File: src/rtl/load_pkg.sv
// rtl/load_pkg.sv - shared load funct3 encodings, FSM states and byte-count decode
package load_pkg;

  localparam logic [2:0] LOAD_B  = 3'b000;
  localparam logic [2:0] LOAD_H  = 3'b001;
  localparam logic [2:0] LOAD_W  = 3'b010;
  localparam logic [2:0] LOAD_BU = 3'b100;
  localparam logic [2:0] LOAD_HU = 3'b101;

  typedef enum logic [1:0] {
    IDLE    = 2'd0,
    ISSUE   = 2'd1,
    CAPTURE = 2'd2,
    DONE    = 2'd3
  } load_state_t;

  // Zero marks an illegal funct3.
  function automatic logic [2:0] byte_count(input logic [2:0] f3);
    case (f3)
      LOAD_B, LOAD_BU: byte_count = 3'd1;
      LOAD_H, LOAD_HU: byte_count = 3'd2;
      LOAD_W:          byte_count = 3'd4;
      default:         byte_count = 3'd0;
    endcase
  endfunction

endpackage

File: src/rtl/load_extend.sv
// rtl/load_extend.sv - sign/zero extension of an assembled little-endian load word
module load_extend
  import load_pkg::*;
(
  input  logic [31:0] word,
  input  logic [2:0]  funct3,
  output logic [31:0] result
);

  always_comb begin
    result = '0;
    case (funct3)
      LOAD_B:  result = {{24{word[7]}}, word[7:0]};
      LOAD_H:  result = {{16{word[15]}}, word[15:0]};
      LOAD_W:  result = word;
      LOAD_BU: result = {24'h0, word[7:0]};
      LOAD_HU: result = {16'h0, word[15:0]};
      default: result = '0;
    endcase
  end

endmodule

File: src/rtl/byte_load_unit.sv
// rtl/byte_load_unit.sv - RV32I load executor over a byte-wide synchronous RAM,
// one byte read per access, assembled little-endian and extended for writeback.
module byte_load_unit
  import load_pkg::*;
#(
  parameter int addr_width = 32
) (
  input  logic                  clk,
  input  logic                  rst,
  input  logic                  start,
  input  logic [2:0]            funct3,
  input  logic [addr_width-1:0] addr,
  output logic [addr_width-1:0] mem_addr,
  output logic                  mem_rd_en,
  input  logic [7:0]            mem_data,
  output logic [31:0]           data,
  output logic                  done,
  output logic                  error,
  output logic                  busy
);

  load_state_t           state;
  logic [addr_width-1:0] base;
  logic [2:0]            f3_q;
  logic [2:0]            n_q;
  logic [1:0]            idx;
  logic [31:0]           asm_q;

  logic [31:0]           asm_next;
  logic [31:0]           ext_word;
  logic [1:0]            idx_inc;
  logic [addr_width-1:0] next_addr;
  logic [2:0]            req_count;

  // Assembly including the byte arriving this cycle, so DONE can present it immediately.
  always_comb begin
    asm_next = asm_q;
    case (idx)
      2'd0: asm_next[7:0]   = mem_data;
      2'd1: asm_next[15:8]  = mem_data;
      2'd2: asm_next[23:16] = mem_data;
      default: asm_next[31:24] = mem_data;
    endcase
  end

  assign idx_inc   = idx + 2'd1;
  assign next_addr = base + addr_width'(idx_inc);
  assign req_count = byte_count(funct3);

  load_extend u_extend (
    .word   (asm_next),
    .funct3 (f3_q),
    .result (ext_word)
  );

  always_ff @(posedge clk) begin
    if (rst) begin
      state     <= IDLE;
      base      <= '0;
      f3_q      <= '0;
      n_q       <= '0;
      idx       <= '0;
      asm_q     <= '0;
      data      <= '0;
      done      <= 1'b0;
      error     <= 1'b0;
      busy      <= 1'b0;
      mem_rd_en <= 1'b0;
      mem_addr  <= '0;
    end else begin
      done      <= 1'b0;
      error     <= 1'b0;
      mem_rd_en <= 1'b0;
      case (state)
        IDLE: begin
          if (start) begin
            busy <= 1'b1;
            if (req_count != 3'd0) begin
              base      <= addr;
              f3_q      <= funct3;
              n_q       <= req_count;
              idx       <= '0;
              asm_q     <= '0;
              mem_addr  <= addr;
              mem_rd_en <= 1'b1;
              state     <= ISSUE;
            end else begin
              data  <= '0;
              done  <= 1'b1;
              error <= 1'b1;
              state <= DONE;
            end
          end
        end
        ISSUE: state <= CAPTURE;
        CAPTURE: begin
          asm_q <= asm_next;
          if ({1'b0, idx} == n_q - 3'd1) begin
            data  <= ext_word;
            done  <= 1'b1;
            state <= DONE;
          end else begin
            idx       <= idx_inc;
            mem_addr  <= next_addr;
            mem_rd_en <= 1'b1;
            state     <= ISSUE;
          end
        end
        DONE: begin
          busy  <= 1'b0;
          state <= IDLE;
        end
        default: begin
          busy  <= 1'b0;
          state <= IDLE;
        end
      endcase
    end
  end

endmodule

File: config.mk
export PLATFORM = sky130hd
export DESIGN_NAME = byte_load_unit
export DESIGN_NICKNAME = d
export VERILOG_FILES = /design/src/rtl/load_pkg.sv /design/src/rtl/load_extend.sv /design/src/rtl/byte_load_unit.sv
export SDC_FILE = /design/constraint.sdc
export NUM_CORES = 1
export LEC_CHECK = 0
export CAP_MARGIN = 20
export CORE_AREA = 2 2 112 114
export CTS_BUF_LIST = sky130_fd_sc_hd__clkbuf_16
export DETAILED_ROUTE_END_ITERATION = 8
export DIE_AREA = 0 0 114 116
export PLACE_DENSITY = 0.88
export SETUP_SLACK_MARGIN = 0.3
export SLEW_MARGIN = 10
export SYNTH_ARGS = -nofsm -noshare
export SYNTH_HDL_FRONTEND = slang
export SYNTH_HIERARCHICAL = 1
export SYNTH_SLANG_ARGS = --single-unit
File: constraint.sdc
create_clock -name clk -period 7.7 [get_ports clk]
set_input_delay 1.925 -clock clk [delete_from_list [all_inputs] [get_ports clk]]
set_output_delay 1.925 -clock clk [all_outputs]
set_load 0.05 [all_outputs]
[Word level (Yosys, flattened, before mapping)]
Cells that the tools add are included.
Storage, ports and cells
  output and inout port bits: 68
  word-level logic and storage cells: 86
  bits of input ports: 46
  flip-flop bits (word level): 142
Operators by class
  bitwise logic cells: 1
  equality and inequality tests: 19
  add/sub/neg operators: 3
  muxes and demuxes: 35
  reductions and logical operators: 16
Operators with widths (number)
  $mux 32: 8
  $pmux 32 s2: 3
  $pmux 32 s5: 1
  $add 32x2->32: 1
  $mux 8: 4
  $eq 3x3->1 const B: 4
  $mux 2: 6
  $ne 2x2->1 const B: 5
  $pmux 3 s3: 1
  $pmux 2 s4: 1
  $reduce_and 4->1: 2
  $mux 1: 7
  $eq 2x2->1 const B: 3
  $eq 3x1->1 const B: 2
  $eq 3x2->1 const B: 2
  $logic_not 3->1: 2
  $pmux 1 s2: 3
  $reduce_and 3->1: 2
  $reduce_or 2->1: 3
  $eq 2x1->1 const B: 2
  $logic_not 2->1: 2
  $pmux 2 s2: 1
  $reduce_bool 2->1: 2
  $eq 2x3->1: 1
  other kinds (6): 6

[Depth between registers and ports, before layout]
Gate-level depths: netlist (run 1).
  depth after elaboration: 7
  mapped depth: 9
  mapped depth without buffers: 8

[By module]
The synthesis (run 1) kept the hierarchy.
By module, submodules not included
  byte_load_unit: area each 6183.4 µm², cells each 695, times used 1
  load_extend: area each 593.1 µm², cells each 71, times used 1

[Worst setup path before layout (run 1)]
OpenSTA, ideal clock, no wires.
  kind: input to register
  from: input port funct3[2]
  to: register mem_addr[30]
  path slack: 4.281 ns
  stages: 7
  data arrival time: 3.300 ns
  required time: 7.580 ns
  cell sequence: nor2_1 > o221ai_1 > or2_2 > clkbuf_1 > clkbuf_1 > a21oi_1 > o31a_1
On the way
  longest elaborated chain between the ends: 6
  elaborated cells on any way between the ends: 11
RTL lines
  start: declaration: line byte_load_unit.sv:11  | input logic [2:0] funct3,
  $eq 3x1->1 (tied with other cells): line load_pkg.sv:19  | case (f3)
  $reduce_or 2->1: line load_pkg.sv:19
  $pmux 3 s3 *: line load_pkg.sv:19
  $reduce_bool 3->1 *: line byte_load_unit.sv:78  | if (req_count != 3'd0) begin
  $ne 2x2->1 (no line) *
  $reduce_and 4->1 (no line) *
  end signal: assignment: line byte_load_unit.sv:84  | mem_addr <= addr;
  end signal: assignment: line byte_load_unit.sv:104  | mem_addr <= next_addr;
  end: declaration: line byte_load_unit.sv:13  | output logic [addr_width-1:0] mem_addr,
Every way passes the cells marked *; elsewhere a longest branch is shown, timed or not.
A chain may end at the register's enable or synchronous reset.

[Worst setup path in the final report (run 1)]
  from: input port funct3[1]
  to: register mem_addr[10]
Same word-level chain as after synthesis.

==> flow_summary.yaml, run 1 <==
clocking:
  clock-sinks: 142
  cts_tree: "done"
  ctsHtreeMaxLevel: 4
  ctsResizeCount: 0
  cts_buffers: 17
  path_clk_slew_ns: 0.06
  cts_buffer_depth: 2
  cts_setup_buffers: 0
  insertion_delay_ns: 0.42
  cts_hold_buf: 0
  cts_root_buf: "clkbuf_16"
setup_path:
  crit_type: "input pin to flop"
  cp.required_ns: 8.02
  end_kind: "flop"
  crit_family: "buffers and inverters"
  ff2ff_path_depth: 8
  cp-start-kind: "input pin"
  reg2reg_from: "idx[0]"
  reg2reg_to: "mem_addr[30]"
  worstPathArrival_ns: 4.17
  path_cells: "clkdlybuf4s50_1, nand2b_1, o221ai_2, buf_4, or2_2, a2111oi_0, a31o_2"
  slowest_stage: "or2_2"
  cp_num_buf_inv: 2
  path_max_fanout: 35
  setup.worst_path.end: "mem_addr[10]"
  reg2reg_slack_ns: 4.63
  cp_num_cells: 7
  crit_path_max_incr_delay_ns: 0.63
  critPathLaunch: "funct3[1]"
logic_synthesis:
  synth_warnings: 6
  synth.distinct_cells: 64
  synth_area_leader_cell: "dfxtp_1"
  ys_seq_area_share_pct: 41.95
  yosysTopAreaCellShare_pct: 41.95
  synth_area_leaders: "dfxtp_1 42%, mux2_2 5.3%, nand2_1 5.3%, a21oi_1 4.5%, a22o_1 4.3%"
  ys_seq_elements: 142
  ys.flop_type: "dfxtp_1"
  synth_nets: 820
  synth_enable_flop_cells: 0
  netlist_area_um2: 6776
  synth.avg_cell_area_um2: 8.847
  syn_inst: 766
  async_flop_share_pct: 0
finish:
  design_area_um2: 8441
  final_cell_mix: "142 x dfxtp_1, 112 x clkdlybuf4s50_1, 95 x nand2_1"
  nets: 898
  layout_commonest_cell: "dfxtp_1"
  final_layout_size_suffix_gt1_share_pct: 10.75
  seq_area_um2: 2843
  fill_cells: 882
  n_antenna_cell: 0
  syn2layout_area_growth_pct: 24.56
  multi_input_area_um2: 3622
placement:
  postPlaceCellArea_um2: 7888
  dp_slack_ns: 3.444
  io_buffers: 113
  dpl.hpwl_mm: 11.60
  gp_congestion: 0.8797
sta:
  finalCritPeriodShare_pct: 50.08
  slew_viol_final: 0
  min_period_ns: 3.856
  setup_ws_ns: 3.844
  rsz0062_at_grt: "no"
  fin_skew_ns: 0.009926
  setup_viol: 0
  tightest_slew_ns: 0.8918
  finalHoldViolCount: 0
  clock.fmax_mhz: 259.3
  tns_ns: 0
  relSlewSlack_pct: 40.55
run_status:
  status: "finished clean"
power:
  switchingPower_mw: 0.5157
  peakVddDrop_mv: 0.1684
  clockPowerShare_pct: 40.8
  p_sw_share_pct: 27.75
  p_int_mw: 1.343
  leakagePower_nw: 2.949
  seq_power_share_pct: 42.9
  comb_power_share_pct: 16.3
  power_density_nw_per_um2: 220.2
  p_total_mw: 1.858
detailed_routing:
  routed_wl_mm: 17.50
  vias: 6230
  drtAntennaViolNets: 0
  via_per_inst: 6.211
  wl_per_cell_um: 17.45
  drtIter0Drc: 499
  first_pass_iters: 5
  route.detailed.drc: 0
floorplanning:
  fp.dieArea_um2: 13220
  initial_core_util_pct: 56.89
  die_h_um: 116
  core-area_um2: 11910
  die_w_um: 114
  io-pin-count: 114
  fp-row-count: 40
grt:
  track_usage_pct: 27.24
  grt_pass1_wl_mm: 28.77
  antenna_found_initial: 0
  first_global_vias: 5972
  grt_max_degree: 66
  grt-ovfl-total: 0
hold_path:
  hold_class: "flop to flop"
flow_run:
  cap_viol_max_count: 0
-- power by group through the flow --
stage,combinational [mW],sequential [mW],clock (mW)
floorplan,0.150,0.860,0
global placement,0.290,0.810,0
detailed placement,0.298,0.811,0
CTS,0.300,0.796,0.762
global route,0.324,0.801,0.798
finish,0.302,0.797,0.759
-- per-layer routing --
| metal | part of all wire, % | track usage (%) | vias to the layer above |
|---|---|---|---|
| met5 | 0 | 0 | - |
| met4 | 2.9 | 13.74 | 0 |
| met3 | 7.0 | 5.596 | 43 |
| met2 | 49 | 46.55 | 268 |
| met1 | 41 | 32.71 | 2979 |
| li1 | - | - | 2940 |
-- area by class of cell --
class	count	area share, %
Inverter	10	0.4447
Clock inverter	14	1.334
Sequential cell	142	33.68
Timing Repair Buffer	124	14.41
Tap cell	147	2.179
Clock buffer	17	5.040
Multi-Input combinational cell	549	42.91
-- logic make-up after synthesis --
kind of cell             after synthesis  synth area share, %
AND/OR/NAND/NOR                      244                17.26
AO/OA/AOI/OAI                        216                22.17
multiplexers                          58                9.158
adder cells (fa/ha/maj)                8                1.588
flip-flops                           142                41.95
XOR/XNOR                              23                2.973
buffers and inverters                 75                4.893
-- through the flow --
stage,util [%],hold WS [ns],instances
2_1_floorplan,-,0.4363,766
3_3_place_gp,66.22,0.4423,971
3_5_place_dp,66.22,0.4492,971
4_1_cts,70.74,0.4595,1002
5_1_grt,70.86,0.4725,1003
6_report,70.86,0.4533,1003
-- tightest hold or removal path, stage by stage (launching register included) --
cell,delay [ns]
dfxtp_1,0.31
nand2_1,0.05
a21oi_1,0.05
-- Yosys cell counts, drive strengths merged (5+ instances only) --
library cell / count
and2: 10
mux2i: 26
inv: 10
dfxtp: 142
o31a: 5
xnor2: 18
ha: 7
mux2: 32
nand3: 13
buf: 13
a22o: 33
clkbuf: 52
xor2: 5
nor3: 16
o21ai: 31
a31o: 5
nand2b: 6
nand2: 95
o2bb2ai: 8
nor2: 58
nor4: 11
o221ai: 10
a21oi: 61
nand4: 11
a22oi: 34
-- flip-flops by register name, indices dropped and copies added (netlist names) --
| name | flops |
|---|---|
| base | 32 |
| error | 1 |
| data | 32 |
| mem_rd_en | 1 |
| n_q | 3 |
| f3_q | 3 |
| asm_q | 32 |
| mem_addr | 32 |
| done | 1 |
| idx | 2 |
| busy | 1 |
| state | 2 |
-- how the worst min path moves through the flow --
stage          slack, ns            to  cells after the start         start
2_1_floorplan       0.44        n_q[1]                      2        n_q[1]
3_3_place_gp        0.44   mem_addr[3]                      2   mem_addr[3]
3_5_place_dp        0.45  mem_addr[16]                      2  mem_addr[16]
4_1_cts             0.46   mem_addr[6]                      2   mem_addr[6]
5_1_grt             0.47   mem_addr[2]                      2   mem_addr[2]
6_report            0.45   mem_addr[6]                      2   mem_addr[6]
Note: power is estimated with default switching activity, not from simulation.
==> inputs of run 2 (changes only) <==
- CORE_AREA: 2 2 112 114 -> 2 2 122 124
- DIE_AREA: 0 0 114 116 -> 0 0 124 126
- PLACE_DENSITY: 0.88 -> 0.79
- clock period: 7.7 -> 3.2 ns (I/O delays scaled with it)
==> flow_summary.yaml, run 2 (synthesized netlist as in run 1, its figures left out) <==
setup_path:
  cp_common_cell: "or4_4"
  crit_path_max_incr_delay_ns: 0.55
  crit_family: "simple AND/OR/NAND/NOR gates"
  cp-start-kind: "flop"
  worstPathArrival_ns: 3.15
  slowest_stage: "or4_4"
  end_kind: "flop"
  path_cells: "inv_1, ha_4, fa_2, nand4_1, or4_4, or4_4, a311oi_2, o31a_1"
  cp_num_buf_inv: 1
  crit_type: "flop to flop"
  cp.required_ns: 3.57
  path_max_fanout: 9
grt:
  first_global_vias: 5641
  grt_pass1_wl_mm: 28.35
  grt-ovfl-total: 0
  grt_max_degree: 55
  antenna_found_initial: 0
  track_usage_pct: 22.79
clocking:
  cts_buffers: 17
  cts_hold_buf: 0
  ctsHtreeMaxLevel: 4
  insertion_delay_ns: 0.42
  cts_tree: "done"
  cts_root_buf: "clkbuf_16"
  clock-sinks: 142
  cts_buffer_depth: 2
  path_clk_slew_ns: 0.06
  cts_setup_buffers: 0
  ctsResizeCount: 1
finish:
  multi_input_area_um2: 3641
  design_area_um2: 8571
  final_cell_mix: "142 x dfxtp_1, 112 x clkdlybuf4s50_1, 95 x nand2_1"
  n_antenna_cell: 0
  syn2layout_area_growth_pct: 26.48
  layout_commonest_cell: "dfxtp_1"
  nets: 909
  seq_area_um2: 2843
  final_layout_size_suffix_gt1_share_pct: 12.33
  fill_cells: 1260
run_status:
  status: "finished clean"
floorplanning:
  initial_core_util_pct: 47.34
  die_w_um: 124
  fp.dieArea_um2: 15620
  core-area_um2: 14310
  fp-row-count: 44
  io-pin-count: 114
  die_h_um: 126
sta:
  tightest_slew_ns: 0.9153
  slew_viol_final: 0
  fin_skew_ns: 0.005990
  relSlewSlack_pct: 38.98
  tns_ns: 0
  setup_viol: 0
  finalCritPeriodShare_pct: 86.86
  min_period_ns: 2.780
  finalHoldViolCount: 0
  rsz0062_at_grt: "no"
  clock.fmax_mhz: 359.8
placement:
  postPlaceCellArea_um2: 8036
  io_buffers: 113
  dpl.hpwl_mm: 11.67
  gp_congestion: 0.8325
detailed_routing:
  via_per_inst: 5.762
  wl_per_cell_um: 16.67
  drtAntennaViolNets: 0
  drtIter0Drc: 427
  route.detailed.drc: 0
  routed.top_layer: "met4"
  first_pass_iters: 5
  wl_met1_mm: 7.713
  routed_wl_mm: 17.54
  vias: 6062
  met3_length_mm: 1.074
  route.met2.wl_mm: 8.517
power:
  power_density_nw_per_um2: 515.0
  leakagePower_nw: 3.003
  peakVddDrop_mv: 0.4042
hold_path:
  hold_class: "flop to flop"
flow_run:
  cap_viol_max_count: 0
==> run 2: metal layers <==
metal  vias up  track usage, %
met5         -               0
met4         0           5.684
met3        21           5.888
met2       199           37.49
met1      2880           29.75
li1       2962               -
==> run 2: area by class of cell <==
class,instances,area share (%)
Tap cell,184,2.686
Multi-Input combinational cell,549,42.48
Clock inverter,15,1.051
Clock buffer,17,4.964
Sequential cell,142,33.17
Inverter,10,0.4380
Timing Repair Buffer,135,15.21
==> run 2: worst reg2reg max path: stages (launching register included) <==
cell,delay (ns)
dfxtp_1,0.38
inv_1,0.15
ha_4,0.32
fa_2,0.27
nand4_1,0.13
or4_4,0.51
or4_4,0.55
a311oi_2,0.27
o31a_1,0.16
==> run 2: final timing paths <==
| check | from | endpoint | slack (ns) | cells past startpoint |
|---|---|---|---|---|
| worst max-delay path | idx[0] | mem_addr[30] | 0.42 | 8 |
| worst min-delay path | mem_addr[3] | mem_addr[3] | 0.45 | 2 |
| worst max register to register | idx[0] | mem_addr[30] | 0.42 | 8 |
| worst min register to register | mem_addr[3] | mem_addr[3] | 0.45 | 2 |
==> run 2: through the flow <==
| step | setup slack [ns] | hold WS, ns | util, % | cells | power [mW] |
|---|---|---|---|---|---|
| 5_1_grt | 0.2974 | 0.4830 | 59.88 | 1052 | 4.585 |
| 2_1_floorplan | 0.4928 | 0.4363 | - | 766 | 2.433 |
| 3_5_place_dp | 0.2128 | 0.4436 | 56.15 | 1020 | 2.687 |
| 4_1_cts | 0.3103 | 0.4569 | 59.77 | 1052 | 4.427 |
| 6_report | 0.4204 | 0.4541 | 59.88 | 1052 | 4.414 |
| 3_3_place_gp | 0.3165 | 0.4406 | 56.15 | 1020 | 2.678 |
==> run 2: power by group <==
part | internal (mW) | total [mW] | switching (mW)
combinational | 0.289 | 0.748 | 0.459
clock | 1.03 | 1.75 | 0.720
sequential | 1.84 | 1.91 | 0.0687
==> inputs of run 3 (changes only) <==
- SLEW_MARGIN: 10 -> 20
==> results of run 3 <==
The final DEF is identical to that of run 2; final timing and power are the same.
